$ cat config.mk
export PLATFORM = sky130hd
export DESIGN_NAME = mux4_rr_arbiter
export DESIGN_NICKNAME = d
export VERILOG_FILES = /design/src/rtl/mux4_arb_pkg.sv /design/src/rtl/mux4_path.sv /design/src/rtl/mux4_rr_arbiter.sv
export SDC_FILE = /design/constraint.sdc
export NUM_CORES = 1
export LEC_CHECK = 0
export ABC_AREA = 0
export BUFFER_PORTS_ARGS = -buffer_cell sky130_fd_sc_hd__clkbuf_2
export CAP_MARGIN = 30
export CORE_MARGIN = 2
export CORE_UTILIZATION = 49
export DETAILED_ROUTE_END_ITERATION = 16
export GPL_TIMING_DRIVEN = 0
export PLACE_DENSITY = 0.72
export SYNTH_ARGS = -nofsm -noshare
export SYNTH_HDL_FRONTEND = slang
export SYNTH_SLANG_ARGS = --single-unit
$ cat constraint.sdc
create_clock -name clk -period 3.7 [get_ports clk]
set_input_delay 0.37 -clock clk [delete_from_list [all_inputs] [get_ports clk]]
set_output_delay 0.37 -clock clk [all_outputs]
set_load 0.03 [all_outputs]
$ cat src/rtl/mux4_arb_pkg.sv
// Shared definitions for the 4-requester round-robin arbiter: requester count,
// FSM state encoding, default hold limit and the rotating-priority pick function.
package mux4_arb_pkg;

  localparam int NUM_REQ          = 4;
  localparam int MAX_HOLD_DEFAULT = 4;

  typedef enum logic {
    IDLE  = 1'b0,
    GRANT = 1'b1
  } state_t;

  // First requester at or after ptr, wrapping mod 4. Scanning from the far end
  // lets the nearest requester overwrite later ones without a loop exit.
  function automatic logic [1:0] pick(input logic [3:0] req, input logic [1:0] ptr);
    logic [1:0] idx;
    pick = ptr;
    for (int k = NUM_REQ - 1; k >= 0; k--) begin
      idx = ptr + 2'(k);
      if (req[idx]) pick = idx;
    end
  endfunction

  function automatic logic [3:0] one_hot(input logic [1:0] idx);
    one_hot = 4'b0001 << idx;
  endfunction

endpackage

$ cat src/rtl/mux4_path.sv
// Shared-output datapath: 4:1 select tree built from three 2:1 muxes,
// forced to zero when no requester owns the output.
module mux4_path #(
  parameter int WIDTH = 1
) (
  input  logic [1:0]       sel,
  input  logic             valid,
  input  logic [WIDTH-1:0] din0,
  input  logic [WIDTH-1:0] din1,
  input  logic [WIDTH-1:0] din2,
  input  logic [WIDTH-1:0] din3,
  output logic [WIDTH-1:0] dout
);

  logic [WIDTH-1:0] lo;
  logic [WIDTH-1:0] hi;
  logic [WIDTH-1:0] pick;

  assign lo   = sel[0] ? din1 : din0;
  assign hi   = sel[0] ? din3 : din2;
  assign pick = sel[1] ? hi : lo;
  assign dout = valid ? pick : '0;

endmodule

$ cat src/rtl/mux4_rr_arbiter.sv
// Four-way round-robin arbiter with a bounded hold time, driving a shared
// 4:1 data output from the registered owner index.
module mux4_rr_arbiter
  import mux4_arb_pkg::*;
#(
  parameter int WIDTH    = 1,
  parameter int MAX_HOLD = MAX_HOLD_DEFAULT
) (
  input  logic             clk,
  input  logic             rst,
  input  logic [3:0]       req,
  input  logic [WIDTH-1:0] din0,
  input  logic [WIDTH-1:0] din1,
  input  logic [WIDTH-1:0] din2,
  input  logic [WIDTH-1:0] din3,
  output logic [3:0]       gnt,
  output logic [1:0]       sel,
  output logic             valid,
  output logic [WIDTH-1:0] dout
);

  localparam logic [3:0] HOLD_LAST = 4'(MAX_HOLD - 1);

  state_t     state_q, state_d;
  logic [1:0] sel_q, sel_d;
  logic [3:0] gnt_q, gnt_d;
  logic [1:0] ptr_q, ptr_d;
  logic [3:0] cnt_q, cnt_d;

  logic       rel;
  logic [1:0] ptr_next;
  logic [1:0] win_idle;
  logic [1:0] win_rel;

  assign ptr_next = sel_q + 2'd1;
  assign win_idle = pick(req, ptr_q);
  assign win_rel  = pick(req, ptr_next);

  always_comb begin
    // NOTE: every output of this block is defaulted first, so no path can leave
    // a signal unassigned and infer a latch.
    state_d = state_q;
    sel_d   = sel_q;
    gnt_d   = gnt_q;
    ptr_d   = ptr_q;
    cnt_d   = cnt_q;
    rel     = 1'b0;

    case (state_q)
      IDLE: begin
        if (|req) begin
          state_d = GRANT;
          sel_d   = win_idle;
          gnt_d   = one_hot(win_idle);
          cnt_d   = '0;
        end
      end
      GRANT: begin
        rel = !req[sel_q] || (cnt_q == HOLD_LAST);
        if (!rel) begin
          cnt_d = cnt_q + 4'd1;
        end else begin
          ptr_d = ptr_next;
          if (|req) begin
            // Hand over without an idle bubble; the releasing owner can win
            // again only if nobody else is asking.
            sel_d = win_rel;
            gnt_d = one_hot(win_rel);
            cnt_d = '0;
          end else begin
            state_d = IDLE;
            gnt_d   = '0;
          end
        end
      end
      default: begin
        state_d = IDLE;
        gnt_d   = '0;
      end
    endcase
  end

  // NOTE: state registers use non-blocking assignments so every flop samples
  // the pre-edge values regardless of statement order.
  always_ff @(posedge clk or posedge rst) begin
    if (rst) begin
      state_q <= IDLE;
      sel_q   <= '0;
      gnt_q   <= '0;
      ptr_q   <= '0;
      cnt_q   <= '0;
    end else begin
      state_q <= state_d;
      sel_q   <= sel_d;
      gnt_q   <= gnt_d;
      ptr_q   <= ptr_d;
      cnt_q   <= cnt_d;
    end
  end

  assign gnt   = gnt_q;
  assign sel   = sel_q;
  assign valid = (state_q == GRANT);

  mux4_path #(
    .WIDTH(WIDTH)
  ) u_path (
    .sel  (sel_q),
    .valid(valid),
    .din0 (din0),
    .din1 (din1),
    .din2 (din2),
    .din3 (din3),
    .dout (dout)
  );

endmodule
# ---- Yosys cells after proc, flatten, opt, wreduce, memory -nomap -nowiden
# Index checks and enable logic that the tools add are counted.
dict set report totals {
  register_bits 13
  in_bits 10
  output_inout_bits 8
  word_cells 79
}
dict set report op_classes {
  n_addsub 8
  order_cmp 9
  n_eq_ne 4
  n_shift 2
  muxes 44
  n_bitwise 1
  reduce_logical 6
}
# operator count
set op_table {}
lappend op_table {{less-than comparator 2 x 3 -> 1 bit, second input constant} 9}
lappend op_table {{2-to-1 mux 2 bit} 11}
lappend op_table {{2-to-1 mux 4 bit} 5}
lappend op_table {{binary-select mux 1 bit (select 2 bit)} 9}
lappend op_table {{one-hot mux 4 bit (2 select lines)} 2}
lappend op_table {{2-to-1 mux 1 bit} 15}
lappend op_table {{adder 2 bit, second input constant} 4}
lappend op_table {{left shift 1 x 2 -> 4 bit, first input constant} 2}
lappend op_table {{adder 2 x 1 -> 2 bit, second input constant} 3}
lappend op_table {{adder 4 x 1 -> 4 bit, second input constant} 1}
lappend op_table {{== test 4 x 2 -> 1 bit, second input constant} 1}
lappend op_table {{inequality test 2 x 1 -> 1 bit, second input constant} 2}
lappend op_table {{one-hot mux 2 bit (2 select lines)} 1}
lappend op_table {{AND reduction 2 bit} 2}
lappend op_table {{OR reduction 4 bit} 1}
lappend op_table {{AND reduction 3 bit} 1}
lappend op_table {{inequality test 2 bit, second input constant} 1}
lappend op_table {{one-hot mux 1 bit (2 select lines)} 1}
lappend op_table {{zero test 1 bit} 1}
lappend op_table {{logical OR 1 bit} 1}
lappend op_table {{NOT 1 bit} 1}

# ---- Depth between registers and ports, before layout
# Gate-level depths: netlist of run 1.
dict set report logic_depth {
  depth_word 12
  mapped_depth 6
  ltp_nobuf 6
}

# ---- Modules after synthesis
# A second synthesis of run 1 with hierarchy kept.
dict set report unflattened {
  cells_unflattened 96
  area_unflattened_um2 882.1
}
# mod n_inst cells_each area_each_um2 seq_area_each_um2
set modules_own_cells {}
lappend modules_own_cells {mux4_rr_arbiter 1 94 853.3 325.3}
lappend modules_own_cells {mux4_path 1 2 28.8 0.0}

# ---- Least setup slack after synthesis of run 1
# No wires, ideal clock.
dict set report synth_timing {
  path_kind {reg-to-reg}
  start {register sel_q[1] (netlist: sel[1])}
  end {register gnt_q[3] (netlist: gnt[3])}
  setup_ns 0.128
  arrival_time_ns 1.746
  required_time_ns 3.572
  path_slack_ns 1.826
  stages_incl_launch_ff 7
  path_buffers 1
  synth_period_minus_slack_ns 1.874
  cell_sequence {dfrtp_1 -> buf_2 -> mux4_2 -> nand3_1 -> o21ai_2 -> nand2_1 -> o21ai_2}
}
dict set report synth_via {
  elab_chain_cells 12
  word_cells_on_any_way 26
  classes_between {add/sub (4); eq/ne (1); shift (1); mux (17); reduce/logical (3)}
}
# item line
set synth_rtl {}
lappend synth_rtl {{from (decl)} mux4_rr_arbiter.sv:25} ;# logic [1:0] sel_q, sel_d;
lappend synth_rtl {{from (signal assigned)} mux4_rr_arbiter.sv:94} ;# sel_q <= sel_d;
lappend synth_rtl {{adder 2 x 1 -> 2 bit} mux4_rr_arbiter.sv:35} ;# assign ptr_next = sel_q + 2'd1;
lappend synth_rtl {{adder 2 bit} mux4_arb_pkg.sv:19} ;# idx = ptr + 2'(k);
lappend synth_rtl {{binary-select mux 1 bit (select 2 bit)} mux4_arb_pkg.sv:20} ;# if (req[idx]) pick = idx;
lappend synth_rtl {{2-to-1 mux 1 bit (not written as such)} mux4_arb_pkg.sv:20}
lappend synth_rtl {{2-to-1 mux 2 bit (4 in a row)} mux4_arb_pkg.sv:20}
lappend synth_rtl {{left shift 1 x 2 -> 4 bit} mux4_arb_pkg.sv:25} ;# one_hot = 4'b0001 << idx;
lappend synth_rtl {{2-to-1 mux 4 bit} mux4_rr_arbiter.sv:64} ;# if (|req) begin
lappend synth_rtl {{2-to-1 mux 4 bit} mux4_rr_arbiter.sv:60} ;# if (!rel) begin
lappend synth_rtl {{one-hot mux 4 bit (2 select lines)} mux4_rr_arbiter.sv:49} ;# case (state_q)
lappend synth_rtl {{to (signal assigned)} mux4_rr_arbiter.sv:95} ;# gnt_q <= gnt_d;
lappend synth_rtl {{to (decl)} mux4_rr_arbiter.sv:26} ;# logic [3:0] gnt_q, gnt_d;
# Several ways; a longest one is shown, not always the timed one. The select of a mux whose other input is x is not followed.
# A chain may end at the register's enable or synchronous reset.

# ---- Worst setup path after layout of run 1
dict set report layout_timing {
  start {register sel_q[0] (netlist: sel[0])}
  end {output dout}
}
dict set report layout_via {
  elab_chain_cells 3
  word_cells_on_any_way 4
  classes_between {mux (4)}
}
# item line
set layout_rtl {}
lappend layout_rtl {{2-to-1 mux 1 bit, on equally long branches} {mux4_path.sv:19, mux4_path.sv:20}}
lappend layout_rtl {{2-to-1 mux 1 bit (*)} mux4_path.sv:21} ;# assign pick = sel[1] ? hi : lo;
lappend layout_rtl {{2-to-1 mux 1 bit (*)} mux4_path.sv:22} ;# assign dout = valid ? pick : '0;
lappend layout_rtl {{to (decl)} mux4_rr_arbiter.sv:19} ;# output logic [WIDTH-1:0] dout
# Every way passes the cells marked *; elsewhere a longest branch is shown, timed or not.

==> summary.txt, run 1 <==
Synthesis
  • Top cells by area, synth: dfrtp_1 36%, mux4_2 4.9%, o21ai_0 3.8%
  • Post-synth ARST share: 1.00
  • Mapped Nets: around 110
  • Synth Register Bits: 13
  • Yosys warning count: 0
  • Cell variety after synth: 42
  • Area share of the largest cell type after synthesis: 0.357
  • Number of synthesized flops with an enable pin: 0
  • Post-synth top area cell: dfrtp_1
  • Sequential area share after synthesis: 0.357
  • Most frequent cell after synthesis: dfrtp_1
  • Syn avg cell area: 9.12 um^2
  • Post-Synthesis Cells: 100
  • Synth Flop Type: dfrtp_1
  • Synth top cells by count: 13 x dfrtp_1, 7 x inv_1, 7 x nand2_1, 7 x o21ai_0
  • Cell Area, Synth: 912 um^2

Floorplan
  • Core area: 1750 um^2
  • # rows: 15
  • Die area: 2220 um^2
  • Chip Height: 47.1 um
  • Chip Width: roughly 47 um
  • Initial Utilization: 0.523
  • IO Pins: 18

Critical path
  • Critical path class: flip-flop to output port
  • Critical Path Start: sel[0]$_DFFE_PP0P_
  • R2R setup slack: 1860 ps
  • Worst EP required: 3330 ps
  • R2r endpoint: gnt[0]$_DFFE_PP0P_
  • Buf+Inv Stages, Crit Path: 2
  • WP data arrival: 1680 ps
  • Slowest CP cell: mux4_2
  • Reg2Reg Launch Point: sel[0]$_DFFE_PP0P_
  • Startpoint Class: flip-flop
  • Crit path cell chain: buf_2, mux4_2, and2_1, clkbuf_2
  • CP Depth: 4
  • Worst stage delay on the critical path: 510 ps
  • Worst r2r path cells: 6
  • Critical Path End Type: output port
  • End of the critical path: dout
  • Worst-path maximum fanout: 9
  • Cell family with most CP delay: multiplexers

Pwr
  • P per Cell Area: 743 nW/um^2
  • Sw frac: 0.462
  • Pint: 416 uW
  • Comb power frac: 0.594
  • Register share of total power: 0.298
  • Clock share of power: 0.108
  • Post-layout power: 774 uW
  • Static leakage: about 0.00048 uW
  • VDD IR max: around 0.45 mV
  • Switch Pwr: ~360 uW

Timing
  • RSZ-0062 raised after global routing: false
  • Hold Vio Cnt, Final: 0
  • Tcrit/Tclk final: 0.555
  • Setup total negative slack: 0 ps
  • Final worst slack: 1650 ps
  • Crit path time final: 2050 ps
  • Clock Skew: 2.33 ps
  • Rel. slew slack: 0.543
  • Slew Limit Fails: 0
  • Final setup violation count: 0
  • Peak Freq: 0.487 GHz
  • Measured slew at the worst slew-check pin: 680 ps

Clock network
  • Post_cts resized: 0
  • CTS Buffer Depth: 2
  • Post-CTS repair timing setup buffer count: 0
  • CTS root buffer: clkbuf_4
  • Total CTS buffers: 3
  • # clock sinks: 13
  • Clock latency on the worst-skew pair: 270 ps
  • CTS Hold Bufs: 0
  • H-tree Lvls: 1
  • CTS tree: built
  • Clock slew at reported path FFs: 80 ps

Placed design
  • Placer Congestion: between 0.8 and 0.9
  • Port Buffer Count: 14
  • Post-DP HPWL: 1460 um
  • Pre-CTS setup slack: between 1500 and 2000 ps
  • DP Cell Count: between 100 and 150

Detailed routing
  • Antenna-violating nets left: 0
  • DR pass1 iterations: 4
  • Drt total wl: 1890 um
  • Via count: approximately 820
  • # DRC: 0
  • 1st-iter DRT viols: 9
  • Via density: 5.71
  • Routed len/inst: 13.2 um

Global routing
  • Residual overflow from global routing: 0
  • GRT Util Overall: 0.205
  • First-pass GRT wire length: 3150 um
  • Largest net degree at the start of global routing: 14
  • Vias in the first global route: 729
  • Initial antenna violation count: 0

Min path
  • Worst hold path type: input port to asynchronous set/reset pin

Layout
  • NumNets Final: 130
  • Share of cells above drive strength 1: 0.305
  • Area growth from synthesis to layout: 14.1%
  • Finished Layout Cells: 143
  • Final Util: 0.596
  • Ant diodes: 0

Job
  • Max-cap violations: 0

Run status
  • Status: complete, no violations
routing by layer:
metal	vias to the layer above	global-route usage	share of wire
li1	402	-	-
met1	379	0.251	0.43
met2	29	0.337	0.49
met3	6	0.0731	0.060
met4	0	0.0667	0.024
met5	-	0	0
cell families after synthesis:
logic type | Yosys count | synth area share
adders and majority gates | 1 | 0.0137
buffers and inverters | 14 | 0.0727
xor gates and xnor gates | 1 | 0.00960
DFF | 13 | 0.357
and+or+nand+nor | 30 | 0.196
AOI/OAI and AO/OA | 38 | 0.291
muxes | 3 | 0.0604
per-stage QoR:
stage	hold WS (ps)	instance area (um^2)
floorplan	247	912
global placement	380	1010
detailed placement	390	1010
CTS	84.6	1040
global route	115	1040
finish	81.9	1040
layout make-up:
class                      instances  area [um^2]
fill                             147          704
multi-input combinational         73          520
sequential                        13          325
timing repair buffer              14         70.1
buffer                             6         36.3
tap                               25         31.3
inverter                           8         30.0
clock buffer                       3         22.5
clock inverter                     1         5.00
how the worst min path moves through the flow:
stage	startpoint	to	cells past startpoint
2_1_floorplan	rst	cnt_q[0]$_DFF_PP0_	1
3_3_place_gp	rst	gnt[3]$_DFFE_PP0P_	2
3_5_place_dp	rst	gnt[3]$_DFFE_PP0P_	2
4_1_cts	rst	gnt[3]$_DFFE_PP0P_	2
5_1_grt	rst	gnt[1]$_DFFE_PP0P_	2
6_report	rst	gnt[3]$_DFFE_PP0P_	2
registers in the layout (all words and copies together) (netlist names):
name	flops
sel	2
ptr_q	2
gnt	4
cnt_q	4
valid	1
power by group through the flow:
stage	Sequential, uW	Combinational [uW]	Clock, uW
global placement	231	447	0
floorplan	281	308	0
CTS	230	461	88.2
finish	230	460	83.8
global route	239	513	95.8
detailed placement	233	458	0
placed cells by master, fill, tap and decap left out, types with 2 or more instances in the layout:
cell type and instances:
a21boi_0 2, a31oi_1 2, dfrtp_1 13, inv_1 7, o22ai_1 2, nor2_1 5
o21ai_0 7, nand2_1 7, buf_2 5, o21ai_1 3, o31ai_1 3, o22a_1 4
a21oi_1 3, nand3_1 2, o211ai_1 2, nor2b_1 3, clkbuf_4 3, o21ai_2 2
clkbuf_2 14, mux4_2 2, nand2b_1 3
No activity file was read; power rests on OpenSTA's default activity.
==> run 2, diff against run 1 <==
Settings changed: CORE_UTILIZATION 49 to 48, PLACE_DENSITY 0.72 to 0.74.
Clock period 3.7 ns to 1.72 ns, I/O delays scaled along.
==> run 2 against run 1 <==
  * Flip-flop and latch count unchanged
  * Clock-buffer cell count up 1
  * Critical path type unchanged
  * Die area up 1.9%
  * Via count up 4.8%
  * Register-to-register slack worse by 1800 ps
  * Highest routed layer unchanged
  * Clock skew up 4.0 ps
  * Global-route usage down 0.32 points
  * Sequential share of layout area down 2.8 points
  * The flow now finishes with violations (negative setup slack)
  * Wire length up 12%
  * Setup slack worse by 1700 ps
  * Non-clock buffer count up 4
  * Final cell count up 2.8%
==> summary.txt, run 2 (synthesized netlist as in run 1, its figures left out) <==
Timing
  • Slew Limit Fails: 0
  • Crit path time final: 1730 ps
  • RSZ-0062 raised after global routing: true
  • Hold Vio Cnt, Final: 0
  • Clock Skew: approximately 6.3 ps
  • Tcrit/Tclk final: 1.01
  • Peak Freq: ~0.58 GHz
  • Final setup violation count: 1
  • Rel. slew slack: 0.500
  • Measured slew at the worst slew-check pin: approximately 740 ps
  • Final worst slack: -10.2 ps

Run status
  • Failing checks: negative setup slack
  • Status: finished, violations left

Critical path
  • Reg2Reg Launch Point: sel[0]$_DFFE_PP0P_
  • Worst EP required: between 1500 and 2000 ps
  • Critical Path End Type: output port
  • WP data arrival: 1560 ps
  • Cell family with most CP delay: multiplexers
  • Critical path class: flip-flop to output port
  • R2r endpoint: gnt[1]$_DFFE_PP0P_
  • Startpoint Class: flip-flop
  • Worst-path maximum fanout: 5
  • Worst stage delay on the critical path: 530 ps
  • Buf+Inv Stages, Crit Path: 1
  • R2R setup slack: 20 ps
  • Worst r2r path cells: 5
  • Crit path cell chain: mux4_2, and2_4, buf_8
  • Slowest CP cell: mux4_2

Clock network
  • CTS tree: built
  • H-tree Lvls: 1
  • Clock slew at reported path FFs: 80 ps
  • Clock latency on the worst-skew pair: 280 ps
  • CTS Buffer Depth: 2
  • CTS root buffer: clkbuf_4
  • # clock sinks: 13
  • Total CTS buffers: 3

Placed design
  • Pre-CTS setup slack: -93.9 ps
  • Post-DP HPWL: 1550 um
  • Placer Congestion: approximately 0.80
  • Port Buffer Count: 14
  • Area after DPL: 1020 um^2

Detailed routing
  • DR pass1 iterations: 4
  • Routed len/inst: about 14 um
  • Antenna-violating nets left: 0
  • 1st-iter DRT viols: 22
  • Via density: between 5 and 6
  • Via count: 855
  • Drt total wl: 2120 um
  • # DRC: 0

Layout
  • Share of cells above drive strength 1: 0.393
  • Final Util: 0.652
  • NumNets Final: 134
  • Commonest non-fill, non-tap cells in the layout: 14 x clkbuf_2, 11 x dfrtp_1, 7 x inv_1, 7 x nand2_1, 6 x o21ai_1
  • Area growth from synthesis to layout: 26.2%
  • # fillers: 145
  • Finished Cell Area: 1150 um^2
  • Most common cell after layout, fill and taps aside: clkbuf_2
  • Ant diodes: 0

Global routing
  • Vias in the first global route: 734
  • First-pass GRT wire length: 3160 um
  • Residual overflow from global routing: 0
  • GRT Util Overall: 0.202
  • Largest net degree at the start of global routing: 14
  • Initial antenna violation count: 0

Floorplan
  • Chip Height: 47.6 um
  • # rows: 15
  • Die area: 2260 um^2
  • Chip Width: 47.6 um
  • Initial Utilization: 0.517
  • Core area: 1760 um^2
  • IO Pins: 18

Pwr
  • Static leakage: 0.000518 uW
  • VDD IR max: 0.853 mV
  • P per Cell Area: 1700 nW/um^2

Min path
  • Hold depth: 3
  • WHS Endpoint: valid$_DFF_PP0_
  • Critical hold path startpoint: req[0]
  • Worst hold path type: input port to flip-flop

Job
  • Max-cap violations: 0
run 2: power by group:
| part | internal [uW] | total, uW | switching, uW |
|---|---|---|---|
| logic | 576 | 1200 | 622 |
| registers | 421 | 566 | 145 |
| clock network | 90.1 | 190 | 99.6 |
| total | 1090 | 1950 | 867 |
run 2: how the worst max path moves through the flow:
| stage | slack (ps) | endpoint | cells after the start | from |
|---|---|---|---|---|
| floorplan | 9 | gnt[1]$_DFFE_PP0P_ | 6 | sel[1]$_DFFE_PP0P_ |
| global placement | -80 | gnt[1]$_DFFE_PP0P_ | 6 | sel[0]$_DFFE_PP0P_ |
| detailed placement | -90 | gnt[0]$_DFFE_PP0P_ | 6 | sel[0]$_DFFE_PP0P_ |
| CTS | -30 | dout | 3 | sel[0]$_DFFE_PP0P_ |
| global route | -70 | dout | 3 | sel[0]$_DFFE_PP0P_ |
| finish | -10 | dout | 3 | sel[0]$_DFFE_PP0P_ |
run 2: timing repair:
action                                  4_1_cts  5_1_grt
hold buffers                                  1        0
endpoints found under the setup margin        4       11
resized for setup                             7       10
endpoints found under the hold margin        13        0
setup buffers                                 3        2
cloned                                        0        0
pin swaps                                     3        3
run 2: area by class of cell:
cell class / instances / area [um^2] / share of cell area
plain buffers: 4 / 28.8 / 0.0250
repair buffers: 20 / 125 / 0.109
flip-flops and latches: 13 / 328 / 0.285
inverters: 8 / 30.0 / 0.0261
multi-input cells: 73 / 582 / 0.505
clock buffers: 4 / 26.3 / 0.0228
well taps: 25 / 31.3 / 0.0272
run 2: per-stage QoR:
| step | total power [uW] | setup TNS [ps] | hold WS [ps] | cells |
|---|---|---|---|---|
| final | 1950 | -10.2 | 233 | 147 |
| after global routing | 2090 | -233 | 240 | 147 |
| after CTS | 1840 | -52.2 | 222 | 145 |
| after detailed placement | 1510 | -177 | 192 | 139 |
| after global placement | 1470 | -140 | 183 | 139 |
| after floorplan | 1290 | 0 | 48.8 | 100 |
run 2: per-layer routing:
| metal | up-vias | wire length (um) | track usage |
|---|---|---|---|
| li1 | 408 | - | - |
| met3 | 6 | 116 | 0.0566 |
| met4 | 0 | 44 | 0.0865 |
| met1 | 414 | 926 | 0.243 |
| met2 | 27 | 1040 | 0.338 |
| met5 | - | 0 | 0 |
run 2: worst reg2reg max path, stage by stage (launching register included):
cell and delay, ps:
dfrtp_2 480, buf_4 160, and3_4 160, or4_4 480, o22a_1 220, o21ai_1 120
